$ cat src/rtl/inst_bundle_loader.sv
// Streams 32-bit slot words in over valid/ready, packs NSLOT of them into one
// VLIW bundle and writes each bundle to instruction memory at consecutive indices.
module inst_bundle_loader #(
    parameter int NSLOT     = 10,
    parameter int WORD_W    = 32,
    parameter int ADDR_W    = 32,
    parameter int ADDR_STEP = 4,
    parameter int CNT_W     = 16
) (
    input  logic                    clk,
    input  logic                    reset,
    input  logic                    start,
    input  logic [ADDR_W-1:0]       base_addr,
    input  logic [CNT_W-1:0]        num_bundles,
    input  logic                    in_valid,
    output logic                    in_ready,
    input  logic [WORD_W-1:0]       in_data,
    output logic                    wr_en,
    input  logic                    wr_ready,
    output logic [ADDR_W-1:0]       wr_addr,
    output logic [NSLOT*WORD_W-1:0] wr_data,
    output logic                    busy,
    output logic                    done
);

    localparam int SLOT_W = $clog2(NSLOT);

    typedef enum logic [1:0] {
        IDLE    = 2'd0,
        COLLECT = 2'd1,
        WRITE   = 2'd2,
        FINISH  = 2'd3
    } state_t;

    state_t             state_r;
    logic [SLOT_W-1:0]  slot_cnt_r;
    logic [CNT_W-1:0]   bundle_cnt_r;
    logic [CNT_W-1:0]   num_r;
    logic               last_slot_s;
    logic               last_bundle_s;

    assign last_slot_s   = (slot_cnt_r == SLOT_W'(NSLOT - 1));
    assign last_bundle_s = (bundle_cnt_r == (num_r - CNT_W'(1)));

    // Loader FSM; every output is a register updated alongside the state
    always_ff @(posedge clk or posedge reset) begin
        if (reset) begin
            state_r      <= IDLE;
            slot_cnt_r   <= {SLOT_W{1'b0}};
            bundle_cnt_r <= {CNT_W{1'b0}};
            num_r        <= {CNT_W{1'b0}};
            in_ready     <= 1'b0;
            wr_en        <= 1'b0;
            wr_addr      <= {ADDR_W{1'b0}};
            wr_data      <= {(NSLOT*WORD_W){1'b0}};
            busy         <= 1'b0;
            done         <= 1'b0;
        end else begin
            done <= 1'b0;
            case (state_r)
                IDLE: begin
                    if (start) begin
                        busy <= 1'b1;
                        if (num_bundles != {CNT_W{1'b0}}) begin
                            wr_addr      <= base_addr;
                            num_r        <= num_bundles;
                            bundle_cnt_r <= {CNT_W{1'b0}};
                            slot_cnt_r   <= {SLOT_W{1'b0}};
                            in_ready     <= 1'b1;
                            state_r      <= COLLECT;
                        end else begin
                            done    <= 1'b1;
                            state_r <= FINISH;
                        end
                    end
                end
                COLLECT: begin
                    if (in_valid && in_ready) begin
                        // word k lands in slot NSLOT-1-k so word 0 is the MSB slot
                        for (int i = 0; i < NSLOT; i++) begin
                            if (slot_cnt_r == SLOT_W'(i)) begin
                                wr_data[(NSLOT-i)*WORD_W-1 -: WORD_W] <= in_data;
                            end
                        end
                        if (last_slot_s) begin
                            in_ready <= 1'b0;
                            wr_en    <= 1'b1;
                            state_r  <= WRITE;
                        end else begin
                            slot_cnt_r <= slot_cnt_r + SLOT_W'(1);
                        end
                    end
                end
                WRITE: begin
                    if (wr_ready) begin
                        wr_en        <= 1'b0;
                        wr_addr      <= wr_addr + ADDR_W'(ADDR_STEP);
                        bundle_cnt_r <= bundle_cnt_r + CNT_W'(1);
                        if (last_bundle_s) begin
                            done    <= 1'b1;
                            state_r <= FINISH;
                        end else begin
                            slot_cnt_r <= {SLOT_W{1'b0}};
                            in_ready   <= 1'b1;
                            state_r    <= COLLECT;
                        end
                    end
                end
                FINISH: begin
                    busy    <= 1'b0;
                    state_r <= IDLE;
                end
                default: begin
                    busy     <= 1'b0;
                    in_ready <= 1'b0;
                    wr_en    <= 1'b0;
                    state_r  <= IDLE;
                end
            endcase
        end
    end

endmodule

$ cat config.mk
export PLATFORM = sky130hd
export DESIGN_NAME = inst_bundle_loader
export DESIGN_NICKNAME = d
export VERILOG_FILES = /design/src/rtl/inst_bundle_loader.sv
export SDC_FILE = /design/constraint.sdc
export NUM_CORES = 1
export LEC_CHECK = 0
export BUFFER_PORTS_ARGS = -buffer_cell sky130_fd_sc_hd__buf_2
export CAP_MARGIN = 20
export CORE_MARGIN = 1.5
export CORE_UTILIZATION = 25
export DETAILED_ROUTE_END_ITERATION = 10
export PLACE_DENSITY = 0.48
export SLEW_MARGIN = 25
export SYNTH_ARGS = -nofsm -noshare
export SYNTH_HDL_FRONTEND = slang
export SYNTH_SLANG_ARGS = --single-unit
export TNS_END_PERCENT = 50
$ cat constraint.sdc
create_clock -name clk -period 24.1 [get_ports clk]
set_clock_uncertainty 0.1 [all_clocks]
set_input_delay 2.41 -clock clk [delete_from_list [all_inputs] [get_ports clk]]
set_output_delay 2.41 -clock clk [all_outputs]
set_load 0.01 [all_outputs]
==> key figures, run 1 <==
Final layout
  • Filler cells: 6529
  • Share of cells above drive strength 1: 52.7%
  • Synth-to-layout area growth: 30.3%
  • # nets final: 1735
  • Final instance area: 21200 um^2

Critical path
  • Crit path required time: 24.62 ns
  • Worst setup path end: wr_data[255]$_DFFE_PP0P_
  • CP delay by family, top: buffers and inverters
  • CP Launch Point: reset
  • Max FO, Critical Path: 120
  • CP max stage delay: 0.63 ns
  • WS Path Type: input port to async pin
  • CP Depth: 5
  • CP Launch Type: input port
  • Origin of the critical flop-to-flop path: state_r[0]$_DFFE_PP0P_
  • CP Cell Sequence: buf_2, inv_8, buf_6, buf_4, buf_6
  • Reg2Reg Setup Slack: 20.74 ns
  • Worst Path Arrival: 5.23 ns
  • WP buf/inv: 5
  • R2r endpoint: wr_data[148]$_DFFE_PP0P_
  • Worst R2R Path Depth: 5
  • Most frequent CP cell: buf_6
  • Slowest-stage cell, CP: buf_6
  • Crit. End Element: async pin

Power and ir drop
  • Worst vdd ir: 59.5 uV
  • Power Dens Cells: 136 nW/um^2
  • Lkg Pwr: 10.4 nW

Logic synthesis
  • Synth cell types: 59
  • Cell count after synthesis: 1194
  • Mapped Nets: 1286
  • Syn. warnings: 0
  • Async S/R FF share, synth: 100%
  • Mean Syn Cell Area: 13.6 um^2
  • FF+latch count, synth: 394
  • Mapped cell area: 16300 um^2
  • EDFF count, synth: 0
  • Sequential share of the synthesized area: 60.6%
  • Top_reg_cell synth: dfrtp_1

Clock tree
  • CTS Root Cell: clkbuf_16
  • Clk_lat worst skew: 0.58 ns
  • CTS Buf Count: 46
  • CTS tree: yes
  • CTS resizes: 0
  • CTS clk-pin slew, worst paths: 0.05 ns
  • CTS H-tree lvls: 2
  • CTS Hold Buffers Added: 0
  • Setup Fix Bufs, Post-CTS: 0
  • Clock Sinks: 394
  • Clock tree buffer depth: 3

Placed design
  • Count of input and output buffers: 440
  • GP Congestion: 0.802
  • Placed Area: 19600 um^2
  • Hpwl dp: 35.2 mm

Route
  • Antenna Nets Post-Route: 0
  • Initial DRC count: 783
  • Avg WL per Cell: 20.4 um
  • First-pass iteration count of the detailed router: 6
  • Vias: 11600
  • Post-route DRC: 0
  • Wirelength, routed: 51.8 mm
  • Vias per Instance: 4.56

Run
  • Max-cap violations: 0

STA
  • Rel. slew slack: 38.1%
  • Setup tns final: 0 ns
  • Unrepaired setup endpoints after global routing: no
  • Tmin final: 4.71 ns
  • Final Max Slew Viols: 0
  • Period utilisation layout: 19.5%
  • Final hold vios: 0
  • # setup viols final: 0
  • FMAX: 212 MHz
  • Slew @ Worst Pin: 0.929 ns

Floorplanning
  • Initial Util: 25.3%
  • Die H: 258 um
  • Core ar.: 64500 um^2
  • Die W: 258 um
  • Row count: 93
  • Die ar.: 66700 um^2
  • I/O pin cnt: 441

GRT
  • Met2 Track Usage GR: 25.5%
  • Global-route wire length before repair: 78.1 mm
  • Gr usage total: 15.3%
  • M3 GR Usage: 4.09%
  • Met1 Use GR: 19.3%
  • Total gr overflow: 0
  • Largest net degree at the start of global routing: 121
  • Initial antenna violation count: 0
  • Number of global-route vias before repair: 12000
  • Grt peak-use layer: met2

Outcome
  • Outcome: completed

Hold path
  • Worst min path class: flop to flop
==> per-stage QoR <==
stage	total power [mW]	util, %	worst slack [ns]	hold WS [ns]	instances
floorplan	1.69	-	10.64	0.401	1194
global placement	2.15	30.3	18.14	0.362	2446
detailed placement	2.18	30.4	18.08	0.368	2450
CTS	2.92	32.9	18.70	0.380	2533
global route	3.06	32.9	18.94	0.391	2533
finish	2.88	32.9	19.39	0.372	2534
==> cells in the final DEF (no fill, tap or decap), types with 4 or more instances in the layout <==
cell and n:
and3_1 7, mux2_1 6, or4_1 4, nand3_1 22
nor3_1 16, a21oi_1 50, buf_2 440, inv_1 13
xnor2_1 19, o32ai_1 4, a2bb2oi_1 10, dfrtp_1 394
a31oi_1 4, a21o_1 9, nand2_1 53, nor2_1 44
nand4_1 16, o22ai_1 14, xor2_1 15, buf_4 14
clkbuf_16 46, ha_1 7, nor4_1 8, o21ai_0 25
mux2_2 328, nor2_4 6, clkinv_2 7, clkbuf_8 13
nand2b_1 5, clkbuf_1 7
==> worst reg2reg max path, cell delays in order (launching register included) <==
cell     delay, ns
dfrtp_1       0.70
nor2b_1       0.64
nand2_1       0.35
nor2_4        0.56
buf_4         0.48
mux2_2        0.40
==> state kept, by name, summed over array words and instances (netlist names) <==
name          flops
busy              1
in_ready          1
state_r           2
num_r            16
slot_cnt_r        4
wr_addr          32
done              1
bundle_cnt_r     16
wr_en             1
wr_data         320
==> how the worst min path moves through the flow <==
stage,startpoint,to,slack (ns),depth (start not counted)
floorplan,num_r[15]$_DFFE_PP0P_,num_r[15]$_DFFE_PP0P_,0.40,1
global placement,wr_en$_DFFE_PP0P_,wr_en$_DFFE_PP0P_,0.36,1
detailed placement,wr_en$_DFFE_PP0P_,wr_en$_DFFE_PP0P_,0.37,1
CTS,wr_en$_DFFE_PP0P_,wr_en$_DFFE_PP0P_,0.38,1
global route,wr_en$_DFFE_PP0P_,wr_en$_DFFE_PP0P_,0.39,1
finish,wr_en$_DFFE_PP0P_,wr_en$_DFFE_PP0P_,0.37,1
==> cell usage after synthesis, types with 3 or more instances <==
cell       number  area share, %
nand3_1        23           0.71
xor2_1         15           0.81
o22ai_1        14           0.54
and3_1          7           0.27
a21oi_1        51            1.6
xnor2_1        19            1.0
nor2_1         50            1.2
buf_1           4          0.092
a211o_1         3           0.16
nor3_1         16           0.49
ha_1            7           0.54
nor4_1          8           0.31
or3_1           3           0.12
mux2_2        328             23
buf_2          21           0.65
mux2_1          6           0.42
or4_1           4           0.18
nand2_1        53            1.2
nor2b_1         5           0.19
nand2b_1        5           0.19
a2111oi_0       3           0.16
clkbuf_1       34           0.78
a2bb2oi_1      10           0.54
nand4_1        16           0.61
inv_1          14           0.32
nor3b_1         3           0.14
a21o_1          9           0.42
o21ai_0        25           0.77
a31oi_1         4           0.15
o32ai_1         4           0.22
dfrtp_1       394             61
==> kinds of logic after synthesis <==
| logic type | after synthesis | share of synthesized area, % |
|---|---|---|
| AO/OA/AOI/OAI | 144 | 5.64 |
| XOR/XNOR | 34 | 1.83 |
| adder cells (fa/ha/maj) | 7 | 0.538 |
| buffers and inverters | 74 | 1.91 |
| flip-flops | 394 | 60.6 |
| multiplexers | 335 | 23.2 |
| AND/OR/NAND/NOR | 206 | 6.35 |
==> power breakdown <==
group / total, mW / switching, mW / internal [mW]
clock network: 0.720 / 0.294 / 0.426
registers: 1.12 / 0.179 / 0.946
logic: 1.03 / 0.544 / 0.486
total: 2.88 / 1.02 / 1.86
==> routing by layer <==
metal,vias up,part of all wire (%)
met5,-,0
met4,0,2.7
met3,74,6.9
met2,370,49
met1,5899,42
li1,5210,-
==> layout make-up <==
cell class / instances / area, um^2 / area share, %
Antenna cell: 1 / 2.50 / 0.0118
Multi-Input combinational cell: 726 / 6200 / 29.2
Timing Repair Buffer: 461 / 2440 / 11.5
Sequential cell: 394 / 9860 / 46.5
Clock inverter: 17 / 213 / 1.00
Clock buffer: 66 / 1360 / 6.40
Inverter: 14 / 60.1 / 0.283
Tap cell: 855 / 1070 / 5.04
Note: power is estimated with default switching activity, not from simulation.
==> run 2, diff against run 1 <==
--- a/config.mk
+++ b/config.mk
@@ -10,7 +10,7 @@
 export CORE_MARGIN = 1.5
 export CORE_UTILIZATION = 25
 export DETAILED_ROUTE_END_ITERATION = 10
-export PLACE_DENSITY = 0.48
+export PLACE_DENSITY = 0.5
 export SLEW_MARGIN = 25
 export SYNTH_ARGS = -nofsm -noshare
 export SYNTH_HDL_FRONTEND = slang
==> constraint.sdc (replaced) <==
create_clock -name clk -period 4.2 [get_ports clk]
set_clock_uncertainty 0.1 [all_clocks]
set_input_delay 0.42 -clock clk [delete_from_list [all_inputs] [get_ports clk]]
set_output_delay 0.42 -clock clk [all_outputs]
set_load 0.01 [all_outputs]
==> key figures, run 2 (synthesis results as in run 1) <==
GRT
  • Number of global-route vias before repair: 12100
  • Global-route wire length before repair: 79.3 mm
  • Initial antenna violation count: 2
  • Largest net degree at the start of global routing: 101
  • Gr usage total: 15.6%
  • Total gr overflow: 0

Final layout
  • Max reg flops: 320
  • Reg area: 9860 um^2
  • # nets final: 1760
  • Antenna fix cells: 0
  • Share of cells above drive strength 1: 51.8%
  • Most common cell after layout, fill and taps aside: buf_2
  • Biggest regs: wr_data: 320 flops, wr_addr: 32 flops
  • Most frequent cells in the layout: buf_2, dfrtp_1, mux2_2
  • Synth-to-layout area growth: 31.3%
  • Filler cells: 6511
  • Multi-input logic area: 6200 um^2
  • Reg with most FFs: wr_data

Critical path
  • CP Launch Type: flop
  • Worst R2R Path Depth: 5
  • Worst Path Arrival: 3.34 ns
  • Crit path required time: 4.56 ns
  • Crit. End Element: flop
  • Max FO, Critical Path: 29
  • WS Path Type: flop to flop

Placed design
  • Hpwl dp: 35.3 mm
  • Count of input and output buffers: 440
  • GP Congestion: 0.850

Clock tree
  • CTS resizes: 0
  • CTS H-tree lvls: 2
  • Clk_lat worst skew: 0.58 ns
  • CTS clk-pin slew, worst paths: 0.06 ns
  • Clock Sinks: 394
  • Clock tree buffer depth: 3
  • CTS Root Cell: clkbuf_16
  • CTS Hold Buffers Added: 22
  • CTS Buf Count: 46
  • CTS tree: yes
  • Setup Fix Bufs, Post-CTS: 0

Run
  • Max-cap violations: 0

Floorplanning
  • Initial Util: 25.3%
  • Die H: 258 um
  • Row count: 93
  • Die ar.: 66700 um^2
  • I/O pin cnt: 441
  • Die W: 258 um
  • Core ar.: 64500 um^2

Power and ir drop
  • Power Total: 16.4 mW
  • Lkg Pwr: 10.5 nW
  • Power Dens Cells: 767 nW/um^2
  • Worst vdd ir: 351 uV

STA
  • # setup viols final: 0
  • Slew @ Worst Pin: 0.993 ns
  • Final Max Slew Viols: 0
  • FMAX: 336 MHz
  • Hold_ws: 0.0642 ns
  • Unrepaired setup endpoints after global routing: no
  • Period utilisation layout: 70.9%
  • Final hold vios: 0
  • Rel. slew slack: 33.2%
  • Tmin final: 2.98 ns

Route
  • First-pass iteration count of the detailed router: 5
  • Avg WL per Cell: 20.6 um
  • Initial DRC count: 694
  • Post-route DRC: 0
  • Vias: 11700
  • Wirelength, routed: 52.6 mm
  • Antenna Nets Post-Route: 0
  • Vias per Instance: 4.55

Hold path
  • Hold Path Stages: 3
  • Worst min path class: input port to flop

Outcome
  • Outcome: completed
==> run 2: final cells by class <==
type | count | area share, %
Inverter | 14 | 0.263
Clock buffer | 71 | 6.39
Timing Repair Buffer | 486 | 12.4
Sequential cell | 394 | 46.1
Multi-Input combinational cell | 726 | 29.0
Clock inverter | 13 | 0.779
Tap cell | 855 | 5.01
==> run 2: path summary, 6_finish.rpt <==
| check | end | slack (ns) | start |
|---|---|---|---|
| min in group asynchronous | wr_data[25]$_DFFE_PP0P_ | 0.40 | reset |
| hold reg to reg | wr_en$_DFFE_PP0P_ | 0.38 | wr_en$_DFFE_PP0P_ |
| max in group asynchronous | wr_addr[31]$_DFFE_PP0P_ | 2.40 | reset |
| setup / recovery | wr_data[56]$_DFFE_PP0P_ | 1.22 | state_r[0]$_DFFE_PP0P_ |
| setup reg to reg | wr_data[56]$_DFFE_PP0P_ | 1.22 | state_r[0]$_DFFE_PP0P_ |
| hold / removal | wr_addr[24]$_DFFE_PP0P_ | 0.06 | base_addr[24] |
==> run 2: per-stage QoR <==
step / TNS (ns) / util (%) / instance area (um^2) / setup slack (ns) / cells
3_3_place_gp: 0 / 30.4 / 19600 / 1.27 / 2453
3_5_place_dp: 0 / 30.4 / 19600 / 1.20 / 2453
2_1_floorplan: -639.01 / - / 16300 / -1.62 / 1194
4_1_cts: 0 / 33.2 / 21400 / 1.20 / 2559
6_report: 0 / 33.2 / 21400 / 1.22 / 2559
5_1_grt: 0 / 33.2 / 21400 / 0.975 / 2559
==> run 2: worst max-delay path, stage by stage (launching register included) <==
cell and delay [ns]:
dfrtp_1 0.66, nor2b_1 0.55, nand2_1 0.32, nor2_4 0.25
buf_4 0.52, mux2_2 0.40
==> run 2: where the power goes <==
part	switching (mW)	internal, mW
Combinational	3.11	2.76
Sequential	1.07	5.43
Clock	1.65	2.37
==> run 2: metal layers <==
metal  track usage (%)  vias up  wire [um]
met2              26.2      328      26000
met4              5.10        0       1440
met1              19.3     5979      21800
met5                 0        -          0
li1                  -     5267          -
met3              4.17       79       3380
